### config.mk
export PLATFORM = sky130hd
export DESIGN_NAME = booth_seq_mult
export DESIGN_NICKNAME = d
export VERILOG_FILES = /design/src/rtl/booth_mult_pkg.sv /design/src/rtl/booth_pp_sel.sv /design/src/rtl/cla_4bit.sv /design/src/rtl/booth_seq_mult.sv
export SDC_FILE = /design/constraint.sdc
export NUM_CORES = 1
export LEC_CHECK = 0
export CAP_MARGIN = 10
export CORE_MARGIN = 2
export CORE_UTILIZATION = 58
export DETAILED_ROUTE_END_ITERATION = 7
export GPL_TIMING_DRIVEN = 1
export PLACE_DENSITY_LB_ADDON = 0.2
export SYNTH_ARGS = -nofsm -noshare
export SYNTH_HDL_FRONTEND = slang
export SYNTH_SLANG_ARGS = --single-unit
export TNS_END_PERCENT = 5
### constraint.sdc
create_clock -name clk -period 6 [get_ports clk]
set_input_delay 1.8 -clock clk [delete_from_list [all_inputs] [get_ports clk]]
set_output_delay 1.8 -clock clk [all_outputs]
set_load 0.1 [all_outputs]
### src/rtl/booth_mult_pkg.sv
// Shared types for the radix-4 Booth sequential multiplier: FSM states and
// the partial-product recode selector.
package booth_mult_pkg;

    typedef enum logic [1:0] {
        IDLE,
        CALC,
        DONE
    } state_t;

    typedef enum logic [2:0] {
        ZERO,
        POS1,
        POS2,
        NEG1,
        NEG2
    } recode_t;

    // {L[1], L[0], q} -> partial-product selection
    function automatic recode_t booth_recode(input logic [2:0] bits);
        recode_t r;
        case (bits)
            3'b001, 3'b010: r = POS1;
            3'b011:         r = POS2;
            3'b100:         r = NEG2;
            3'b101, 3'b110: r = NEG1;
            default:        r = ZERO;
        endcase
        return r;
    endfunction

endpackage

### src/rtl/booth_pp_sel.sv
// Booth partial-product select: picks 0/+M/+2M/-M/-2M; negation is ~X with cin=1.
module booth_pp_sel
    import booth_mult_pkg::*;
#(
    parameter int HW = 16
) (
    input  logic [2:0]    bits,
    input  logic [HW-1:0] m,
    output logic [HW-1:0] opnd,
    output logic          cin
);

    always_comb begin
        opnd = '0;
        cin  = 1'b0;
        case (booth_recode(bits))
            POS1: opnd = m;
            POS2: opnd = {m[HW-2:0], 1'b0};
            NEG1: begin
                opnd = ~m;
                cin  = 1'b1;
            end
            NEG2: begin
                opnd = ~{m[HW-2:0], 1'b0};
                cin  = 1'b1;
            end
            default: opnd = '0;
        endcase
    end

endmodule

### src/rtl/cla_4bit.sv
// 4-bit carry-lookahead adder slice; slices are chained by rippling cout into cin.
module cla_4bit (
    input  logic [3:0] a,
    input  logic [3:0] b,
    input  logic       cin,
    output logic [3:0] s,
    output logic       cout
);

    logic [3:0] g;
    logic [3:0] p;
    logic [4:0] c;

    assign g = a & b;
    assign p = a ^ b;

    assign c[0] = cin;
    assign c[1] = g[0] | (p[0] & cin);
    assign c[2] = g[1] | (p[1] & g[0]) | (p[1] & p[0] & cin);
    assign c[3] = g[2] | (p[2] & g[1]) | (p[2] & p[1] & g[0]) | (p[2] & p[1] & p[0] & cin);
    assign c[4] = g[3] | (p[3] & g[2]) | (p[3] & p[2] & g[1]) | (p[3] & p[2] & p[1] & g[0])
                | (p[3] & p[2] & p[1] & p[0] & cin);

    assign s    = p ^ c[3:0];
    assign cout = c[4];

endmodule

### src/rtl/booth_seq_mult.sv
// Sequential radix-4 Booth multiplier, signed WIDTH x WIDTH -> 2*WIDTH, valid/ready on both sides.
// Define BOOTH_SEQ_EARLY_TERM_EN to finish early once the remaining multiplier bits are all 0 or all 1.
module booth_seq_mult
    import booth_mult_pkg::*;
#(
    parameter int WIDTH = 12
) (
    input  logic                 clk,
    input  logic                 rst,
    input  logic                 in_valid,
    output logic                 in_ready,
    input  logic [WIDTH-1:0]     in_a,
    input  logic [WIDTH-1:0]     in_b,
    output logic                 out_valid,
    input  logic                 out_ready,
    output logic [2*WIDTH-1:0]   out_p
);

    localparam int HW   = WIDTH + 4;
    localparam int ITER = WIDTH / 2;
    localparam int CW   = $clog2(ITER + 1);
    localparam int NIB  = HW / 4;

    state_t          state;
    logic [HW-1:0]   m;
    logic [HW-1:0]   h;
    logic [WIDTH-1:0] l;
    logic            q;
    logic [CW-1:0]   k;

    logic [HW-1:0]   opnd;
    logic [HW-1:0]   hp;
    logic            cin;
    logic [NIB-1:0]  c;
    logic            cout_unused;

    booth_pp_sel #(.HW(HW)) u_pp_sel (
        .bits (l[1:0] == 2'b00 && !q ? 3'b000 : {l[1:0], q}),
        .m    (m),
        .opnd (opnd),
        .cin  (cin)
    );

    assign c[0] = cin;

    for (genvar i = 0; i < NIB; i++) begin : g_add
        if (i < NIB - 1) begin : g_mid
            cla_4bit u_cla (
                .a    (h[4*i+3:4*i]),
                .b    (opnd[4*i+3:4*i]),
                .cin  (c[i]),
                .s    (hp[4*i+3:4*i]),
                .cout (c[i+1])
            );
        end else begin : g_top
            cla_4bit u_cla (
                .a    (h[4*i+3:4*i]),
                .b    (opnd[4*i+3:4*i]),
                .cin  (c[i]),
                .s    (hp[4*i+3:4*i]),
                .cout (cout_unused)
            );
        end
    end

    // {H', L, q} arithmetic shift right by 2
    logic [HW-1:0]      h_nx;
    logic [WIDTH-1:0]   l_nx;
    logic               q_nx;
    logic [HW-1:0]      h_fin;
    logic [WIDTH-1:0]   l_fin;
    logic [2*WIDTH-1:0] p_fin;
    logic               last;

    assign h_nx = {{2{hp[HW-1]}}, hp[HW-1:2]};
    assign l_nx = {hp[1:0], l[WIDTH-1:2]};
    assign q_nx = l[1];

`ifdef BOOTH_SEQ_EARLY_TERM_EN
    localparam int SW = CW + 1;

    logic [SW-1:0]                et_sh;
    logic [WIDTH-1:0]             et_mask;
    logic [WIDTH-1:0]             l_rem;
    logic signed [HW+WIDTH-1:0]   et_cat;

    // After this iteration, the unconsumed bits are l_nx[et_sh-1:0] plus q_nx
    assign et_sh   = (SW'(ITER - 1) - SW'(k)) << 1;
    assign et_mask = ~({WIDTH{1'b1}} << et_sh);
    assign l_rem   = l_nx & et_mask;
    assign last    = q_nx ? (l_rem == et_mask) : (l_rem == '0);
    assign et_cat  = $signed({h_nx, l_nx}) >>> et_sh;
    assign h_fin   = last ? et_cat[HW+WIDTH-1:WIDTH] : h_nx;
    assign l_fin   = last ? et_cat[WIDTH-1:0] : l_nx;
    assign p_fin   = et_cat[2*WIDTH-1:0];
`else
    assign last  = (k == CW'(ITER - 1));
    assign h_fin = h_nx;
    assign l_fin = l_nx;
    assign p_fin = {h_nx[WIDTH-1:0], l_nx};
`endif

    always_ff @(posedge clk) begin
        if (rst) begin
            state     <= IDLE;
            in_ready  <= 1'b1;
            out_valid <= 1'b0;
            out_p     <= '0;
            m         <= '0;
            h         <= '0;
            l         <= '0;
            q         <= 1'b0;
            k         <= '0;
        end else begin
            case (state)
                IDLE: begin
                    if (in_valid) begin
                        m        <= {{4{in_a[WIDTH-1]}}, in_a};
                        h        <= '0;
                        l        <= in_b;
                        q        <= 1'b0;
                        k        <= '0;
                        in_ready <= 1'b0;
                        state    <= CALC;
                    end
                end
                CALC: begin
                    h <= h_fin;
                    l <= l_fin;
                    q <= q_nx;
                    k <= k + CW'(1);
                    if (last) begin
                        out_p     <= p_fin;
                        out_valid <= 1'b1;
                        state     <= DONE;
                    end
                end
                DONE: begin
                    if (out_ready) begin
                        out_valid <= 1'b0;
                        in_ready  <= 1'b1;
                        state     <= IDLE;
                    end
                end
                default: begin
                    state     <= IDLE;
                    in_ready  <= 1'b1;
                    out_valid <= 1'b0;
                end
            endcase
        end
    end

endmodule
==> results.py <==
metrics = {
    "outcome": {
        "outcome": "completed",
    },
    "floorplan": {
        "placement_rows": 28,
        "fp.dieW_um": 82.8,
        "fp.dieH_um": 82.8,
        "boundaryPins": 54,
        "starting_utilization_of_the_core_area": 0.604,
        "core_um2": 5960,
        "floorplan.die_area_um2": 6850,
    },
    "yosys": {
        "synth_enable_flop_cells": 0,
        "synth_top_area_frac": 0.389,
        "post-synth-top-area-cell": "sky130_fd_sc_hd__dfxtp_1",
        "synth.most_common_cell": "sky130_fd_sc_hd__nand2_1",
        "synth_sequential_area_ratio": 0.389,
        "postSynthRegisterBits": 70,
        "yosysWarningCount": 0,
        "cell_types_occupying_the_most_area_after_synthesis": "sky130_fd_sc_hd__dfxtp_1 39%, sky130_fd_sc_hd__nand2_1 10%, sky130_fd_sc_hd__a21oi_1 6.5%",
        "synthFlopType": "sky130_fd_sc_hd__dfxtp_1",
        "post_synth_most_frequent_cells": "96 x sky130_fd_sc_hd__nand2_1, 70 x sky130_fd_sc_hd__dfxtp_1, 49 x sky130_fd_sc_hd__nor2_1",
        "synth_cell_types": 47,
        "mapped_nets": 490,
        "async_flop_share": 0,
        "mappedNetlistArea_um2": 3600,
        "post_synthesis_cells": 441,
        "avgSynthCellArea_um2": 8.16,
    },
    "timing": {
        "grt_setup_unrepaired": "no",
        "final_period_minus_worst_setup_slack_ns": 4.10,
        "report.final.hold_viol_count": 0,
        "finClkSkew_ns": 0.0129,
        "fmax_mhz": 244,
        "finalCritPeriodShare": 0.683,
        "relative_slew_slack": 0.273,
        "finalSetupViolCount": 0,
        "totalNegativeSetupSlack_ns": 0,
        "tightestPinTransition_ns": 1.09,
        "report.final.slew_viol_count": 0,
        "timing.hold.ws_ns": 0.455,
    },
    "route": {
        "number_of_antenna_violating_nets_in_the_routed_design": 0,
        "finalWirelength_mm": 8.49,
        "detail_route.drc_violations": 0,
        "detail_route.wl_per_cell_um": 15.2,
        "post_drt_via_cell_ratio": 5.82,
        "drt_iter0_markers": 277,
        "dr_total_vias": 3241,
        "drt_pass1_iterations": 5,
    },
    "critical_path": {
        "worstPathCellList": "nor2_1, a221o_1, ha_1, a21oi_1, o211ai_4, a211oi_4, o311ai_4, a21o_2, fa_1, xnor2_1, nor2_1, a31oi_1, nor2_1",
        "cp_max_fo": 20,
        "worstSetupEndpointType": "flop",
        "timing_worst_setup_path_type": "reg2reg",
        "startpoint_kind_of_the_worst_setup_timing_path": "flop",
        "worst-endpoint-required_ns": 6.23,
        "timing.critical_path.slowest_cell_delay_ns": 0.84,
        "timing.reg2reg.worst_path_depth": 13,
        "critPathArrivalTime_ns": 4.33,
        "r2r_slack_ns": 1.90,
        "critical-path-top-cell-by-count": "sky130_fd_sc_hd__nor2_1",
        "critical_path.slowest_cell": "sky130_fd_sc_hd__dfxtp_1",
    },
    "power_and_ir_drop": {
        "power.density_cell_area_nw_per_um2": 270,
        "share_clk_of_total_power": 0.411,
        "peakVddDrop_v": 0.000160,
        "switchingPower_w": 0.000323,
        "internal_portion_of_total_power_w": 0.000852,
        "pleak_nw": 1.76,
        "combPwrFrac": 0.157,
        "portion_of_total_power_attributed_to_sequential_cells": 0.432,
        "netSwitchingFraction": 0.275,
    },
    "clock_network": {
        "cts_num_sinks": 70,
        "cts_htree_levels": 3,
        "cts_buffers": 9,
        "cts_max_path_buffers": 2,
        "holdBufCountCts": 0,
        "cts.clk_slew.worst_paths_ns": 0.08,
        "cts_root_buf": "sky130_fd_sc_hd__clkbuf_8",
        "cts_tree": "built",
        "post_cts.resized_instances": 0,
        "postCtsSetupRepairBufs": 0,
        "worst_skew_pair_latency_ns": 0.36,
    },
    "cells_and_area": {
        "regArea_um2": 1400,
        "filler_cell_count": 469,
        "num_antenna_cells": 0,
        "design.final.nets": 526,
        "area_used_by_multi_input_combinational_logic_um2": 2030,
        "drive_gt1_frac": 0.0664,
        "area_growth_pct": 21.0,
    },
    "global_routing": {
        "grt_util_all_layers": 0.274,
        "first_pass_grt_wire_length_mm": 14.1,
        "vias_in_the_first_global_route": 3019,
        "grt_start_max_net_pins": 48,
        "grt-ovfl-total": 0,
        "antenna_found_initial": 0,
    },
    "placed_design": {
        "dp_hpwl_mm": 5.62,
        "place_congestion": 0.905,
        "portBuffers": 53,
    },
    "hold_path": {
        "worst_hold_path.num_cells": 2,
        "hold_class": "reg2reg",
    },
    "job": {
        "maxCapViolations": 0,
    },
}
[power groups by stage]
stage / clock (W) / combinational (W) / sequential, W
6_report: 0.000483 / 0.000184 / 0.000507
5_1_grt: 0.000505 / 0.000204 / 0.000510
4_1_cts: 0.000484 / 0.000184 / 0.000507
2_1_floorplan: 0 / 0.000135 / 0.000512
3_3_place_gp: 0 / 0.000175 / 0.000516
3_5_place_dp: 0 / 0.000181 / 0.000517
[through the flow]
stage | total power [W] | utilization | std cells | setup WS (ns) | cell area [um^2]
5_1_grt | 0.00122 | 0.731 | 557 | 1.51 | 4350
3_3_place_gp | 0.000692 | 0.688 | 541 | 2.04 | 4100
2_1_floorplan | 0.000647 | - | 441 | 2.36 | 3600
3_5_place_dp | 0.000698 | 0.688 | 541 | 1.91 | 4100
4_1_cts | 0.00117 | 0.731 | 557 | 1.90 | 4350
6_report | 0.00117 | 0.731 | 557 | 1.90 | 4350
[sequential cells by signal, indices dropped and copies added, names as in the netlist]
register	cells
q	1
state	2
out_valid	1
m	12
k	3
l	12
h	14
in_ready	1
out_p	24
[layout make-up]
class	count	share of cell area
clock inverters	6	0.0267
well taps	75	0.0216
repair buffers	55	0.124
multi-input cells	331	0.466
flip-flops and latches	70	0.322
inverters	10	0.00862
clock buffers	10	0.0316
[cell families after synthesis]
kind of cell / share of synthesized area
AND/OR/NAND/NOR: 0.207
AO/OA/AOI/OAI: 0.219
flip-flops: 0.389
buffers and inverters: 0.0476
XOR/XNOR: 0.0560
adder cells (fa/ha/maj): 0.0813
[worst max-delay path, delay by kind of cell (launching register included)]
kind            cells  cell delay, ns
simple gates        3            0.48
compound gates      7            1.71
flops               1            0.84
fa+ha+maj           2            0.75
xor+xnor            1            0.20
[per-layer routing]
layer / part of all wire / track usage
met5: 0 / 0
met2: 0.49 / 0.435
met3: 0.047 / 0.0552
met4: 0.034 / 0.162
met1: 0.43 / 0.344
[placed cells by master (no fill, tap or decap), types with 9 or more instances in the layout]
cell	instances
sky130_fd_sc_hd__a21oi_1	47
sky130_fd_sc_hd__a221o_1	9
sky130_fd_sc_hd__a311oi_1	12
sky130_fd_sc_hd__clkbuf_8	10
sky130_fd_sc_hd__clkdlybuf4s50_1	52
sky130_fd_sc_hd__dfxtp_1	70
sky130_fd_sc_hd__ha_1	17
sky130_fd_sc_hd__inv_1	10
sky130_fd_sc_hd__nand2_1	96
sky130_fd_sc_hd__nand3_1	9
sky130_fd_sc_hd__nor2_1	49
sky130_fd_sc_hd__xor2_1	16
[final timing paths]
path | endpoint | startpoint
max | h[11] | l[1]
min | out_p[0] | out_p[0]
max reg2reg | h[11] | l[1]
min reg2reg | out_p[0] | out_p[0]
Note: power is estimated with default switching activity, not from simulation.
